$ cat config.mk
export PLATFORM = sky130hd
export DESIGN_NAME = ucsbece154a_controller_mc
export DESIGN_NICKNAME = d
export VERILOG_FILES = /design/src/rtl/ucsbece154a_controller_mc.sv
export SDC_FILE = /design/constraint.sdc
export NUM_CORES = 1
export LEC_CHECK = 0
export ABC_AREA = 0
export BUFFER_PORTS_ARGS = -buffer_cell sky130_fd_sc_hd__buf_2
export CAP_MARGIN = 10
export CORE_MARGIN = 2
export CORE_UTILIZATION = 50
export CTS_CLUSTER_SIZE = 28
export DETAILED_ROUTE_END_ITERATION = 7
export PLACE_DENSITY_LB_ADDON = 0.2
export SLEW_MARGIN = 20
export SYNTH_ARGS = -nofsm -noshare
export SYNTH_HDL_FRONTEND = slang
export SYNTH_SLANG_ARGS = --single-unit
$ cat constraint.sdc
create_clock -name clk -period 4.1 [get_ports clk]
set_input_delay 0.615 -clock clk [delete_from_list [all_inputs] [get_ports clk]]
set_output_delay 0.615 -clock clk [all_outputs]
set_load 0.01 [all_outputs]
$ cat src/rtl/ucsbece154a_controller_mc.sv
// Multicycle RISC-V control unit: FSM sequencing of the shared-memory
// datapath with a memory-ready handshake, wait timeout and sticky error.
// Optional retired-instruction counter: define UCSBECE154A_CTRL_INSTRET_EN.
module ucsbece154a_controller_mc #(
   parameter int TIMEOUT_CYCLES = 15,
   parameter int CNT_W          = 4,
   parameter int SUPPORT_BNE    = 1
) (
   input  logic       clk,
   input  logic       reset_n,
   input  logic [6:0] op_i,
   input  logic [2:0] funct3_i,
   input  logic       funct7b5_i,
   input  logic       zero_i,
   input  logic       mem_ready_i,
   output logic       PCWrite_o,
   output logic       AdrSrc_o,
   output logic       MemWrite_o,
   output logic       IRWrite_o,
   output logic       RegWrite_o,
   output logic [1:0] ResultSrc_o,
   output logic [1:0] ALUSrcA_o,
   output logic [1:0] ALUSrcB_o,
   output logic [2:0] ImmSrc_o,
   output logic [2:0] ALUControl_o,
   output logic       error_o,
   output logic [3:0] state_o
`ifdef UCSBECE154A_CTRL_INSTRET_EN
   ,
   output logic [31:0] instret_o
`endif
);

   typedef enum logic [3:0] {
      S_FETCH    = 4'd0,
      S_DECODE   = 4'd1,
      S_MEMADR   = 4'd2,
      S_MEMREAD  = 4'd3,
      S_MEMWB    = 4'd4,
      S_MEMWRITE = 4'd5,
      S_EXECR    = 4'd6,
      S_EXECI    = 4'd7,
      S_ALUWB    = 4'd8,
      S_BRANCH   = 4'd9,
      S_JAL      = 4'd10,
      S_LUI      = 4'd11,
      S_ERROR    = 4'd12
   } state_t;

   localparam logic [6:0] OP_LW  = 7'b0000011;
   localparam logic [6:0] OP_SW  = 7'b0100011;
   localparam logic [6:0] OP_R   = 7'b0110011;
   localparam logic [6:0] OP_I   = 7'b0010011;
   localparam logic [6:0] OP_BR  = 7'b1100011;
   localparam logic [6:0] OP_JAL = 7'b1101111;
   localparam logic [6:0] OP_LUI = 7'b0110111;

   // Last counter value before the wait limit is exceeded.
   localparam logic [CNT_W-1:0] TO_LAST =
      CNT_W'((TIMEOUT_CYCLES > 0) ? TIMEOUT_CYCLES - 1 : 0);

   state_t            state_q, state_d;
   logic [CNT_W-1:0]  cnt_q, cnt_d;
   logic [2:0]        alu_ctl;
   logic              alu_ok;
   logic              timeout;
   logic              wait_st;

   // State and wait-counter registers with synchronous active-low reset.
   always_ff @(posedge clk) begin
      if (!reset_n) begin
         state_q <= S_FETCH;
         cnt_q   <= '0;
      end else begin
         state_q <= state_d;
         cnt_q   <= cnt_d;
      end
   end

   // ALU operation decode from funct3/funct7b5; sub only for R-type.
   always_comb begin
      alu_ctl = 3'b000;
      alu_ok  = 1'b1;
      case (funct3_i)
         3'b000:  alu_ctl = (state_q == S_EXECR && funct7b5_i) ? 3'b001 : 3'b000;
         3'b010:  alu_ctl = 3'b101;
         3'b110:  alu_ctl = 3'b011;
         3'b111:  alu_ctl = 3'b010;
         default: alu_ok  = 1'b0;
      endcase
   end

   assign timeout = (TIMEOUT_CYCLES > 0) && (cnt_q == TO_LAST) && !mem_ready_i;
   assign wait_st = (state_q == S_FETCH) || (state_q == S_MEMREAD) ||
                    (state_q == S_MEMWRITE);

   // Next-state and datapath control outputs.
   always_comb begin
      state_d      = state_q;
      PCWrite_o    = 1'b0;
      AdrSrc_o     = 1'b0;
      MemWrite_o   = 1'b0;
      IRWrite_o    = 1'b0;
      RegWrite_o   = 1'b0;
      ResultSrc_o  = 2'b00;
      ALUSrcA_o    = 2'b00;
      ALUSrcB_o    = 2'b00;
      ImmSrc_o     = 3'b000;
      ALUControl_o = 3'b000;
      case (state_q)
         S_FETCH: begin
            ALUSrcB_o   = 2'b10;
            ResultSrc_o = 2'b10;
            if (mem_ready_i) begin
               IRWrite_o = 1'b1;
               PCWrite_o = 1'b1;
               state_d   = S_DECODE;
            end else if (timeout) begin
               state_d = S_ERROR;
            end
         end
         S_DECODE: begin
            ALUSrcA_o = 2'b01;
            ALUSrcB_o = 2'b01;
            ImmSrc_o  = 3'b010;
            case (op_i)
               OP_LW, OP_SW: state_d = S_MEMADR;
               OP_R:         state_d = S_EXECR;
               OP_I:         state_d = S_EXECI;
               OP_BR:        state_d = S_BRANCH;
               OP_JAL:       state_d = S_JAL;
               OP_LUI:       state_d = S_LUI;
               default:      state_d = S_ERROR;
            endcase
         end
         S_MEMADR: begin
            ALUSrcA_o = 2'b10;
            ALUSrcB_o = 2'b01;
            ImmSrc_o  = (op_i == OP_SW) ? 3'b001 : 3'b000;
            state_d   = (op_i == OP_SW) ? S_MEMWRITE : S_MEMREAD;
         end
         S_MEMREAD: begin
            AdrSrc_o = 1'b1;
            if (mem_ready_i)  state_d = S_MEMWB;
            else if (timeout) state_d = S_ERROR;
         end
         S_MEMWB: begin
            ResultSrc_o = 2'b01;
            RegWrite_o  = 1'b1;
            state_d     = S_FETCH;
         end
         S_MEMWRITE: begin
            AdrSrc_o   = 1'b1;
            MemWrite_o = 1'b1;
            if (mem_ready_i)  state_d = S_FETCH;
            else if (timeout) state_d = S_ERROR;
         end
         S_EXECR: begin
            ALUSrcA_o    = 2'b10;
            ALUControl_o = alu_ctl;
            state_d      = alu_ok ? S_ALUWB : S_ERROR;
         end
         S_EXECI: begin
            ALUSrcA_o    = 2'b10;
            ALUSrcB_o    = 2'b01;
            ALUControl_o = alu_ctl;
            state_d      = alu_ok ? S_ALUWB : S_ERROR;
         end
         S_ALUWB: begin
            RegWrite_o = 1'b1;
            state_d    = S_FETCH;
         end
         S_BRANCH: begin
            ALUSrcA_o    = 2'b10;
            ALUControl_o = 3'b001;
            if (funct3_i == 3'b000) begin
               PCWrite_o = zero_i;
               state_d   = S_FETCH;
            end else if (funct3_i == 3'b001 && SUPPORT_BNE != 0) begin
               PCWrite_o = !zero_i;
               state_d   = S_FETCH;
            end else begin
               state_d = S_ERROR;
            end
         end
         S_JAL: begin
            ALUSrcA_o = 2'b01;
            ALUSrcB_o = 2'b10;
            PCWrite_o = 1'b1;
            state_d   = S_ALUWB;
         end
         S_LUI: begin
            ImmSrc_o    = 3'b100;
            ResultSrc_o = 2'b11;
            RegWrite_o  = 1'b1;
            state_d     = S_FETCH;
         end
         S_ERROR: state_d = S_ERROR;
         default: state_d = S_ERROR;
      endcase
      // Counter only runs while parked in a wait state; any transition clears it.
      cnt_d = '0;
      if (wait_st && !mem_ready_i && state_d == state_q)
         cnt_d = cnt_q + CNT_W'(1);
      if (!reset_n) begin
         PCWrite_o  = 1'b0;
         MemWrite_o = 1'b0;
         IRWrite_o  = 1'b0;
         RegWrite_o = 1'b0;
      end
   end

   assign error_o = (state_q == S_ERROR);
   assign state_o = state_q;

`ifdef UCSBECE154A_CTRL_INSTRET_EN
   logic [31:0] instret_q, instret_d;

   // Count instructions completing back into FETCH.
   always_comb begin
      instret_d = instret_q;
      if (state_d == S_FETCH &&
          (state_q == S_MEMWB || state_q == S_MEMWRITE || state_q == S_ALUWB ||
           state_q == S_BRANCH || state_q == S_LUI))
         instret_d = instret_q + 32'd1;
   end

   // Retired-instruction register.
   always_ff @(posedge clk) begin
      if (!reset_n) instret_q <= '0;
      else          instret_q <= instret_d;
   end

   assign instret_o = instret_q;
`endif

endmodule

# Word level (Yosys, flattened, before mapping)
# Cells that the tools add are included.
[totals]
output_inout_bits = 22
ff_bits = 8
[op_classes]
eq_ne = 25
n_addsub = 1
mux = 31
n_reduce_logical = 20
[ops]
columns = ["operator", "n"]
rows = [
  ["4-bit one-hot mux with 9 select lines", 1],
  ["4-bit equality test, second input constant", 6],
  ["4-bit two-way mux", 6],
  ["4-bit one-hot mux with 6 select lines", 1],
  ["7-bit by 6-bit equality test with 1-bit output, second input constant", 3],
  ["4-bit by 3-bit equality test with 1-bit output, second input constant", 4],
  ["7-bit equality test, second input constant", 2],
  ["1-bit two-way mux", 14],
  ["3-bit one-hot mux with 4 select lines", 1],
  ["2-bit OR reduction", 5],
  ["3-bit one-hot mux with 3 select lines", 1],
  ["4-bit by 2-bit equality test with 1-bit output, second input constant", 2],
  ["2-bit one-hot mux with 2 select lines", 2],
  ["4-bit OR reduction", 2],
  ["7-bit by 2-bit equality test with 1-bit output, second input constant", 1],
  ["7-bit by 5-bit equality test with 1-bit output, second input constant", 1],
  ["3-bit equality test, second input constant", 2],
  ["3-bit two-way mux", 2],
  ["2-bit one-hot mux with 3 select lines", 1],
  ["3-bit one-hot mux with 2 select lines", 1],
  ["3-bit OR reduction", 2],
  ["4-bit by 1-bit adder with 4-bit output, second input constant", 1],
  ["4-bit by 1-bit equality test with 1-bit output, second input constant", 1],
  ["4-bit equality test", 1],
  ["9 further kinds", 14],
]

# Logic depth before layout (Yosys ltp)
# Gate-level depths: netlist of run 1.
[logic_depth]
word_depth = 8
depth_mapped = 7
mapped_depth_nobuf = 7

# Least setup slack after synthesis of run 1
# Ideal clock, no wire load.
[synth_path]
path_kind = "in2out"
from = "input op_i[2]"
to = "output ImmSrc_o[0]"
setup_slack_ns = 2.041
arrival_ns = 1.444
path_stages = 3
path_cell_list = "nand4bb_4 > or3_4 > nor4_4"
[synth_via]
elab_chain_len = 3
[synth_rtl]
columns = ["item", "line", "rtl"]
rows = [
  ["start: declaration", "11", "input logic [6:0] op_i,"],
  ["7-bit by 6-bit equality test with 1-bit output", "139", "ImmSrc_o = (op_i == OP_SW) ? 3'b001 : 3'b000;"],
  ["1-bit two-way mux", "139", ""],
  ["3-bit one-hot mux with 3 select lines", "110", "case (state_q)"],
  ["end: declaration", "24", "output logic [2:0] ImmSrc_o,"],
]
# Every way passes these cells.

# Worst setup path after layout of run 1
[layout_path]
from = "register state_q[0] (netlist: state_o[0])"
to = "output PCWrite_o"
[layout_via]
elab_chain_len = 3
word_cells_on_any_way = 5
classes_between = "eq/ne (2); mux (2); reduce/logical (1)"
[layout_rtl]
columns = ["item", "line", "rtl"]
rows = [
  ["start: declaration", "62", "state_t state_q, state_d;"],
  ["start signal: assignment", "75", "state_q <= state_d;"],
  ["4-bit equality test or 4-bit logical NOT (tied branches)", "110", ""],
  ["1-bit one-hot mux with 3 select lines (*)", "110", ""],
  ["1-bit two-way mux (*)", "205", "if (!reset_n) begin"],
  ["end: declaration", "16", "output logic PCWrite_o,"],
]
# Every way passes the cells marked *; elsewhere a longest branch is shown, timed or not.

==> metrics.txt, run 1 <==
# TYPE chip_impl_metric gauge
chip_impl_metric{name="route.vias.total",unit=""} 1078
chip_impl_info{name="outcome",value="complete, no violations"} 1
chip_impl_metric{name="die_height",unit="um"} 47.18
chip_impl_info{name="startpoint_type",value="register"} 1
chip_impl_metric{name="share_of_the_clock_period_used_by_the_worst_path_after_layout",unit="%"} 65.64
chip_impl_metric{name="final-instance-count-excl-fill",unit=""} 192
chip_impl_metric{name="synth.distinct_cells",unit=""} 44
chip_impl_metric{name="cts.path.max_buffers",unit=""} 2
chip_impl_info{name="worst_hold_path_type",value="register to register"} 1
chip_impl_metric{name="multiInputGateArea",unit="um2"} 704.4
chip_impl_metric{name="drt_pre_antenna_iters",unit=""} 5
chip_impl_metric{name="finalClockSkew",unit="ns"} 0.01247
chip_impl_metric{name="die_area",unit="um2"} 2225
chip_impl_metric{name="ant_cells",unit=""} 0
chip_impl_metric{name="post_dp_cell_area",unit="um2"} 1095
chip_impl_metric{name="final.fill_count",unit=""} 177
chip_impl_info{name="timing.critical_path.cells",value="inv_1 -> nor2_1 -> a41oi_1 -> nor3_1 -> buf_2"} 1
chip_impl_metric{name="coreArea",unit="um2"} 1745
chip_impl_metric{name="path_clk_slew",unit="ns"} 0.06
chip_impl_metric{name="maximum_number_of_pins_on_one_net_before_global_route_repair",unit=""} 27
chip_impl_metric{name="cts_hold_repair.buffers",unit=""} 0
chip_impl_metric{name="fmax",unit="GHz"} 0.3716
chip_impl_metric{name="antenna_nets_post_route",unit=""} 0
chip_impl_metric{name="ys_seq_area_share",unit="%"} 17.18
chip_impl_metric{name="drive_above_1_share",unit="%"} 27.54
chip_impl_info{name="setup.worst_path.end_class",value="output pin"} 1
chip_impl_metric{name="count_of_port_buffers_added_during_placement",unit=""} 36
chip_impl_metric{name="final.setup.tns",unit="ns"} 0
chip_impl_metric{name="post_cts_buffers",unit=""} 0
chip_impl_metric{name="die_w",unit="um"} 47.18
chip_impl_metric{name="dp_hpwl",unit="um"} 1750
chip_impl_metric{name="crit_fanout",unit=""} 18
chip_impl_info{name="synth-main-ff-cell",value="dfxtp_1"} 1
chip_impl_metric{name="maxSlewViolCount",unit=""} 0
chip_impl_metric{name="slowest_delay",unit="ns"} 0.78
chip_impl_metric{name="grt_pass1_wl",unit="um"} 3705
chip_impl_info{name="cts.root.buffer_cell",value="clkbuf_4"} 1
chip_impl_metric{name="crit_arrival",unit="ns"} 2.08
chip_impl_metric{name="worst_pin_slew",unit="ns"} 0.8813
chip_impl_metric{name="route.detailed.drc",unit=""} 0
chip_impl_info{name="cp_slowest_cell",value="dfxtp_1"} 1
chip_impl_metric{name="routabilityCongestion",unit=""} 0.8338
chip_impl_metric{name="vias_per_cell",unit=""} 5.615
chip_impl_metric{name="worst_ep_required_time",unit="ns"} 3.48
chip_impl_metric{name="synthCells",unit=""} 136
chip_impl_metric{name="synth_enable_flop_cells",unit=""} 0
chip_impl_metric{name="drt-initial-drc-count",unit=""} 21
chip_impl_metric{name="pre_cts_slack",unit="ns"} 1.735
chip_impl_info{name="path_delay_family",value="flip-flops"} 1
chip_impl_metric{name="cts_max_level",unit=""} 1
chip_impl_metric{name="final-setup-viol-count",unit=""} 0
chip_impl_metric{name="first_global_vias",unit=""} 865
chip_impl_metric{name="synth.net_count",unit=""} 153
chip_impl_metric{name="critical_path_buf_inv_count",unit=""} 2
chip_impl_metric{name="timing_hold_violations_final",unit=""} 0
chip_impl_metric{name="hold_slack",unit="ns"} 0.4649
chip_impl_metric{name="grt_antenna_before_repair",unit=""} 0
chip_impl_metric{name="ys.warnings.count",unit=""} 0
chip_impl_info{name="grt_setup_unrepaired",value="no"} 1
chip_impl_metric{name="sequential_cell_area_in_the_final_layout",unit="um2"} 160.2
chip_impl_metric{name="synth_async_sr_flop_share",unit="%"} 0
chip_impl_metric{name="power.leakage",unit="nW"} 0.5309
chip_impl_info{name="criticalPathCategory",value="register to output pin"} 1
chip_impl_metric{name="wirelength",unit="um"} 2347
chip_impl_metric{name="vdd_ir_drop_max",unit="mV"} 0.1338
chip_impl_info{name="tritoncts",value="yes"} 1
chip_impl_metric{name="skew_pair_late_insertion_delay",unit="ns"} 0.27
chip_impl_metric{name="stdcell_area",unit="um2"} 1117
chip_impl_metric{name="placementRows",unit=""} 15
chip_impl_metric{name="pwr_density_cell",unit="nW/um2"} 222.3
chip_impl_metric{name="flip_flop_and_latch_count_after_synthesis",unit=""} 8
chip_impl_metric{name="relSlewSlack",unit="%"} 41.17
chip_impl_metric{name="synth_area",unit="um2"} 932.1
chip_impl_metric{name="utilization",unit="%"} 64.01
chip_impl_metric{name="design_power_total",unit="mW"} 0.2484
chip_impl_metric{name="routed_wire_length_per_instance",unit="um"} 12.22
chip_impl_metric{name="cap_viol_max_count",unit=""} 0
chip_impl_metric{name="post_synth.cell_area_avg",unit="um2"} 6.854
chip_impl_info{name="synth_area_leader_cell",value="dfxtp_1"} 1
chip_impl_metric{name="cts_repair_resize_count",unit=""} 0
chip_impl_metric{name="layout.nets",unit=""} 186
chip_impl_metric{name="clock_sink_count",unit=""} 8
chip_impl_metric{name="final_critical_path_setup_slack",unit="ns"} 1.409
chip_impl_metric{name="syn_to_final_growth",unit="%"} 19.87
chip_impl_info{name="synthMostInstantiatedCell",value="nor2_1"} 1
chip_impl_metric{name="cts-buffers-inserted",unit=""} 3
chip_impl_metric{name="grt_overflow",unit=""} 0
chip_impl_metric{name="initial_utilization",unit="%"} 53.41
chip_impl_info{name="ys_top_cells_by_count",value="21 x nor2_1, 15 x nand2_1, 11 x a21oi_1"} 1
chip_impl_metric{name="place.detailed.instances",unit=""} 189
chip_impl_info{name="post_synth_main_area_contributors",value="dfxtp_1 17%, nor2_1 8.5%, nand2_1 6.0%"} 1
chip_impl_metric{name="grt.total_usage",unit="%"} 22.78
chip_impl_metric{name="timing.final.crit_period",unit="ns"} 2.691
chip_impl_metric{name="synthDominantCellAreaShare",unit="%"} 17.18
chip_impl_metric{name="design.portCount",unit=""} 37
-- cell families after synthesis --
logic type,count (synthesis),synth area share [%]
xor+xnor,4,3.759
simple gates,75,45.91
flops,8,17.18
compound gates,33,22.15
fa+ha+maj,2,2.684
mux,1,1.074
buf+inv,13,7.248
-- layout make-up --
type | instances | area share [%]
multi-input cells | 115 | 63.05
well taps | 25 | 2.800
repair buffers | 36 | 16.13
flip-flops and latches | 8 | 14.33
inverters | 5 | 1.680
clock buffers | 3 | 2.016
-- state kept, by name, indices dropped and copies added (netlist names) --
signal,flops
cnt_q,4
state_o,4
-- final timing paths --
kind | endpoint | cells past startpoint | start | slack [ns]
setup / recovery | PCWrite_o | 5 | state_o[0]$_SDFF_PN0_ | 1.41
hold reg to reg | cnt_q[0]$_SDFF_PN0_ | 1 | cnt_q[0]$_SDFF_PN0_ | 0.46
setup reg to reg | state_o[3]$_SDFF_PN0_ | 4 | state_o[0]$_SDFF_PN0_ | 2.34
hold / removal | cnt_q[0]$_SDFF_PN0_ | 1 | cnt_q[0]$_SDFF_PN0_ | 0.46
-- per-layer routing --
metal  up-vias  GRT usage, %  wire [um]
li1        552             -          -
met1       477         30.43       1080
met2        44         38.63       1094
met3         5         3.462        146
met4         0         5.000         25
met5         -             0          0
-- layout by cell type (no fill, tap or decap), drive strengths merged, types with 2 or more instances in the layout --
cell    instances
a21oi          11
a31oi           2
a41oi           2
and3            2
and3b           2
buf            36
clkbuf          3
dfxtp           8
ha              2
inv             5
nand2          15
nand2b          9
nand3           6
nor2           22
nor2b           4
nor3            6
nor4            2
o21ai           9
o22ai           2
or3             3
xnor2           2
xor2            2
-- power by group --
part	switching [mW]	internal [mW]	total, mW	leakage [nW]
registers	0.0166	0.0817	0.0983	0.0651
logic	0.0466	0.0385	0.0851	0.452
clock network	0.0312	0.0338	0.0649	0.0138
Power figures use the tool's default switching activity.
==> inputs of run 2 (changes only) <==
--- a/config.mk
+++ b/config.mk
@@ -5,11 +5,11 @@
 export SDC_FILE = /design/constraint.sdc
 export NUM_CORES = 1
 export LEC_CHECK = 0
-export ABC_AREA = 0
+export ABC_AREA = 1
 export BUFFER_PORTS_ARGS = -buffer_cell sky130_fd_sc_hd__buf_2
 export CAP_MARGIN = 10
 export CORE_MARGIN = 2
-export CORE_UTILIZATION = 50
+export CORE_UTILIZATION = 46
 export CTS_CLUSTER_SIZE = 28
 export DETAILED_ROUTE_END_ITERATION = 7
 export PLACE_DENSITY_LB_ADDON = 0.2
==> constraint.sdc (replaced) <==
create_clock -name clk -period 2.51 [get_ports clk]
set_input_delay 0.3765 -clock clk [delete_from_list [all_inputs] [get_ports clk]]
set_output_delay 0.3765 -clock clk [all_outputs]
set_load 0.01 [all_outputs]
==> run 2 against run 1 <==
Clock power grew 42%; cell count grew 5.7%; area after synthesis shrank 11%; flip-flop and latch count is the same; combinational power grew to 3.1 times the previous value; wire length shrank 12%; sequential power grew 61%; largest cell class unchanged; largest power group is now combinational logic; highest routed layer is now met3.
==> metrics.txt, run 2 <==
# TYPE chip_impl_metric gauge
chip_impl_metric{name="timing_hold_violations_final",unit=""} 0
chip_impl_metric{name="wirelength",unit="um"} 2062
chip_impl_metric{name="cap_viol_max_count",unit=""} 0
chip_impl_metric{name="slowest_delay",unit="ns"} 0.42
chip_impl_metric{name="reg2reg_depth",unit=""} 9
chip_impl_metric{name="synth.net_count",unit=""} 156
chip_impl_metric{name="post_cts_buffers",unit=""} 0
chip_impl_metric{name="drive_above_1_share",unit="%"} 34.83
chip_impl_metric{name="worst_hold_path.num_cells",unit=""} 3
chip_impl_metric{name="route.detailed.drc",unit=""} 0
chip_impl_info{name="grt_setup_unrepaired",value="no"} 1
chip_impl_metric{name="hold_slack",unit="ns"} 0.3663
chip_impl_metric{name="synth_compound_gate_area_share",unit="%"} 5.900
chip_impl_metric{name="vias_per_cell",unit=""} 4.837
chip_impl_metric{name="first_global_vias",unit=""} 882
chip_impl_info{name="outcome",value="complete, no violations"} 1
chip_impl_metric{name="cp_num_cells",unit=""} 9
chip_impl_metric{name="dp_hpwl",unit="um"} 1710
chip_impl_info{name="mostFrequentLayoutCells",value="36 x buf_2, 26 x nand2_1, 25 x nor2_1, 20 x inv_1, 17 x nand3_1"} 1
chip_impl_metric{name="pwr_density_cell",unit="nW/um2"} 482.4
chip_impl_metric{name="placementRows",unit=""} 15
chip_impl_metric{name="antenna_nets_post_route",unit=""} 0
chip_impl_metric{name="finalClockSkew",unit="ns"} 0.002182
chip_impl_metric{name="grt_use_met2",unit="%"} 41.11
chip_impl_metric{name="synth_async_sr_flop_share",unit="%"} 0
chip_impl_metric{name="grt_util_met3",unit="%"} 4.706
chip_impl_info{name="synth_area_leader_cell",value="dfxtp_1"} 1
chip_impl_metric{name="synth_enable_flop_cells",unit=""} 0
chip_impl_metric{name="cts_repair_resize_count",unit=""} 0
chip_impl_info{name="cp_common_cell",value="inv_1"} 1
chip_impl_metric{name="die_height",unit="um"} 46.40
chip_impl_metric{name="initial_utilization",unit="%"} 48.42
chip_impl_metric{name="cts_max_level",unit=""} 1
chip_impl_metric{name="worst_pin_slew",unit="ns"} 0.2954
chip_impl_metric{name="path_clk_slew",unit="ns"} 0.05
chip_impl_info{name="tritoncts",value="yes"} 1
chip_impl_metric{name="maximum_number_of_pins_on_one_net_before_global_route_repair",unit=""} 8
chip_impl_metric{name="cts-buffers-inserted",unit=""} 3
chip_impl_metric{name="critical_path_buf_inv_count",unit=""} 5
chip_impl_metric{name="yosys.area_share.xor_xnor",unit="%"} 3.177
chip_impl_metric{name="power.leakage",unit="nW"} 0.6436
chip_impl_metric{name="ant_cells",unit=""} 0
chip_impl_metric{name="relSlewSlack",unit="%"} 80.28
chip_impl_metric{name="design.portCount",unit=""} 37
chip_impl_metric{name="ys.warnings.count",unit=""} 0
chip_impl_metric{name="cts_hold_repair.buffers",unit=""} 0
chip_impl_metric{name="synthCells",unit=""} 139
chip_impl_metric{name="share_of_the_clock_period_used_by_the_worst_path_after_layout",unit="%"} 74.39
chip_impl_metric{name="vdd_ir_drop_max",unit="mV"} 0.3266
chip_impl_info{name="cts.root.buffer_cell",value="clkbuf_4"} 1
chip_impl_info{name="gr-max-usage-layer",value="met2"} 1
chip_impl_info{name="post_synth_main_area_contributors",value="dfxtp_1 19%, nand2_1 12%, nor2_1 11%"} 1
chip_impl_info{name="criticalPathCategory",value="register to output pin"} 1
chip_impl_info{name="startpoint_type",value="register"} 1
chip_impl_metric{name="post_dp_cell_area",unit="um2"} 1039
chip_impl_metric{name="worst_ep_required_time",unit="ns"} 2.13
chip_impl_info{name="cp_slowest_cell",value="dfxtp_1"} 1
chip_impl_metric{name="post_synth.cell_area_avg",unit="um2"} 5.950
chip_impl_metric{name="fmax",unit="GHz"} 0.5355
chip_impl_metric{name="count_of_port_buffers_added_during_placement",unit=""} 36
chip_impl_info{name="timing.critical_path.cells",value="inv_2 -> nor2_2 -> inv_1 -> nor2_2 -> inv_1 -> nand2_1 -> o21ai_1 -> inv_1 -> buf_2"} 1
chip_impl_metric{name="final-setup-viol-count",unit=""} 0
chip_impl_metric{name="crit_arrival",unit="ns"} 1.49
chip_impl_metric{name="synthDominantCellAreaShare",unit="%"} 19.36
chip_impl_info{name="path_delay_family",value="flip-flops"} 1
chip_impl_info{name="synth_top_family_by_area",value="simple AND/OR/NAND/NOR gates"} 1
chip_impl_metric{name="stdcell_area",unit="um2"} 1061
chip_impl_metric{name="yosys.area_share.simple",unit="%"} 58.09
chip_impl_metric{name="crit_fanout",unit=""} 5
chip_impl_metric{name="grt_antenna_before_repair",unit=""} 0
chip_impl_metric{name="layout.nets",unit=""} 197
chip_impl_metric{name="syn_to_final_growth",unit="%"} 28.29
chip_impl_metric{name="die_w",unit="um"} 46.40
chip_impl_info{name="ys_top_cells_by_count",value="26 x nand2_1, 25 x nor2_1, 20 x inv_1"} 1
chip_impl_metric{name="skew_pair_late_insertion_delay",unit="ns"} 0.24
chip_impl_metric{name="routed_wire_length_per_instance",unit="um"} 10.16
chip_impl_metric{name="drt-initial-drc-count",unit=""} 29
chip_impl_metric{name="cts.path.max_buffers",unit=""} 2
chip_impl_info{name="synthMostInstantiatedCell",value="nand2_1"} 1
chip_impl_metric{name="maxSlewViolCount",unit=""} 0
chip_impl_info{name="setup.worst_path.end_class",value="output pin"} 1
chip_impl_metric{name="grt_use_met1",unit="%"} 26.12
chip_impl_metric{name="synth.distinct_cells",unit=""} 25
chip_impl_info{name="worst_hold_path_type",value="input port to register"} 1
chip_impl_metric{name="synth_adder_area_share",unit="%"} 3.026
chip_impl_metric{name="clock_sink_count",unit=""} 8
chip_impl_metric{name="flip_flop_and_latch_count_after_synthesis",unit=""} 8
chip_impl_metric{name="die_area",unit="um2"} 2153
chip_impl_metric{name="drt_pre_antenna_iters",unit=""} 4
chip_impl_metric{name="synth.mux.area_fraction",unit="%"} 0
chip_impl_metric{name="grt_overflow",unit=""} 0
chip_impl_metric{name="route.vias.total",unit=""} 982
chip_impl_metric{name="coreArea",unit="um2"} 1708
chip_impl_info{name="layout.cells.most_common",value="buf_2"} 1
chip_impl_metric{name="final.setup.tns",unit="ns"} 0
chip_impl_info{name="synth-main-ff-cell",value="dfxtp_1"} 1
chip_impl_metric{name="routabilityCongestion",unit=""} 0.9229
chip_impl_metric{name="synth_area",unit="um2"} 827.0
chip_impl_metric{name="timing.final.crit_period",unit="ns"} 1.867
chip_impl_metric{name="ys_seq_area_share",unit="%"} 19.36
chip_impl_metric{name="grt_pass1_wl",unit="um"} 3512
chip_impl_metric{name="grt.total_usage",unit="%"} 22.16
==> run 2: cell count changes after synthesis, moves of 6 or more <==
cell      previous run  this run
nand3_1              6        17
nand2_1             15        26
a21oi_1             11         2
nor2_2               1         7
inv_1                5        20
nand2_2              0         8
nand2b_1             8         0
==> run 2: final timing paths <==
path | slack (ns) | to | start
worst max-delay path | 0.64 | RegWrite_o | state_o[3]$_SDFF_PN0_
worst min-delay path | 0.37 | state_o[3]$_SDFF_PN0_ | reset_n
worst max register to register | 1.12 | cnt_q[0]$_SDFF_PN0_ | state_o[2]$_SDFF_PN0_
worst min register to register | 0.47 | cnt_q[0]$_SDFF_PN0_ | cnt_q[0]$_SDFF_PN0_
==> run 2: kinds of logic (layout without fill, tap and decap cells) <==
kind of cell / after synthesis / after routing
AND/OR/NAND/NOR: 95 / 95
buffers and inverters: 23 / 62
AO/OA/AOI/OAI: 8 / 8
flip-flops: 8 / 8
XOR/XNOR: 3 / 3
adder cells (fa/ha/maj): 2 / 2
==> run 2: layout make-up <==
| cell class | count | area (um2) |
|---|---|---|
| fill | 182 | 646.9 |
| multi-input combinational | 108 | 580.6 |
| timing repair buffer | 36 | 180.2 |
| sequential | 8 | 160.2 |
| inverter | 23 | 86.33 |
| tap | 25 | 31.28 |
| clock buffer | 3 | 22.52 |
==> run 2: metrics by stage <==
step | std cells | worst slack [ns] | total power, mW | util, %
after detailed placement | 200 | 0.9061 | 0.4205 | 60.81
after CTS | 203 | 0.6335 | 0.5191 | 62.12
after floorplan | 139 | 0.9054 | 0.3340 | -
after global routing | 203 | 0.5066 | 0.5590 | 62.12
final | 203 | 0.6427 | 0.5119 | 62.12
after global placement | 200 | 0.9952 | 0.4171 | 60.81
==> run 2: power breakdown <==
group | switching (mW) | internal [mW]
Combinational | 0.164 | 0.0980
Clock | 0.0378 | 0.0543
Sequential | 0.0177 | 0.140
Total | 0.219 | 0.293
==> run 2: worst min-delay path, delay by kind of cell <==
| kind | cells | cell delay (ns) |
|---|---|---|
| buf+inv | 2 | 0.15 |
| simple gates | 1 | 0.05 |
==> run 2: layer usage <==
metal	up-vias	routed length, um
li1	531	-
met1	428	920
met2	23	1068
met3	0	73
met4	0	0
met5	-	0
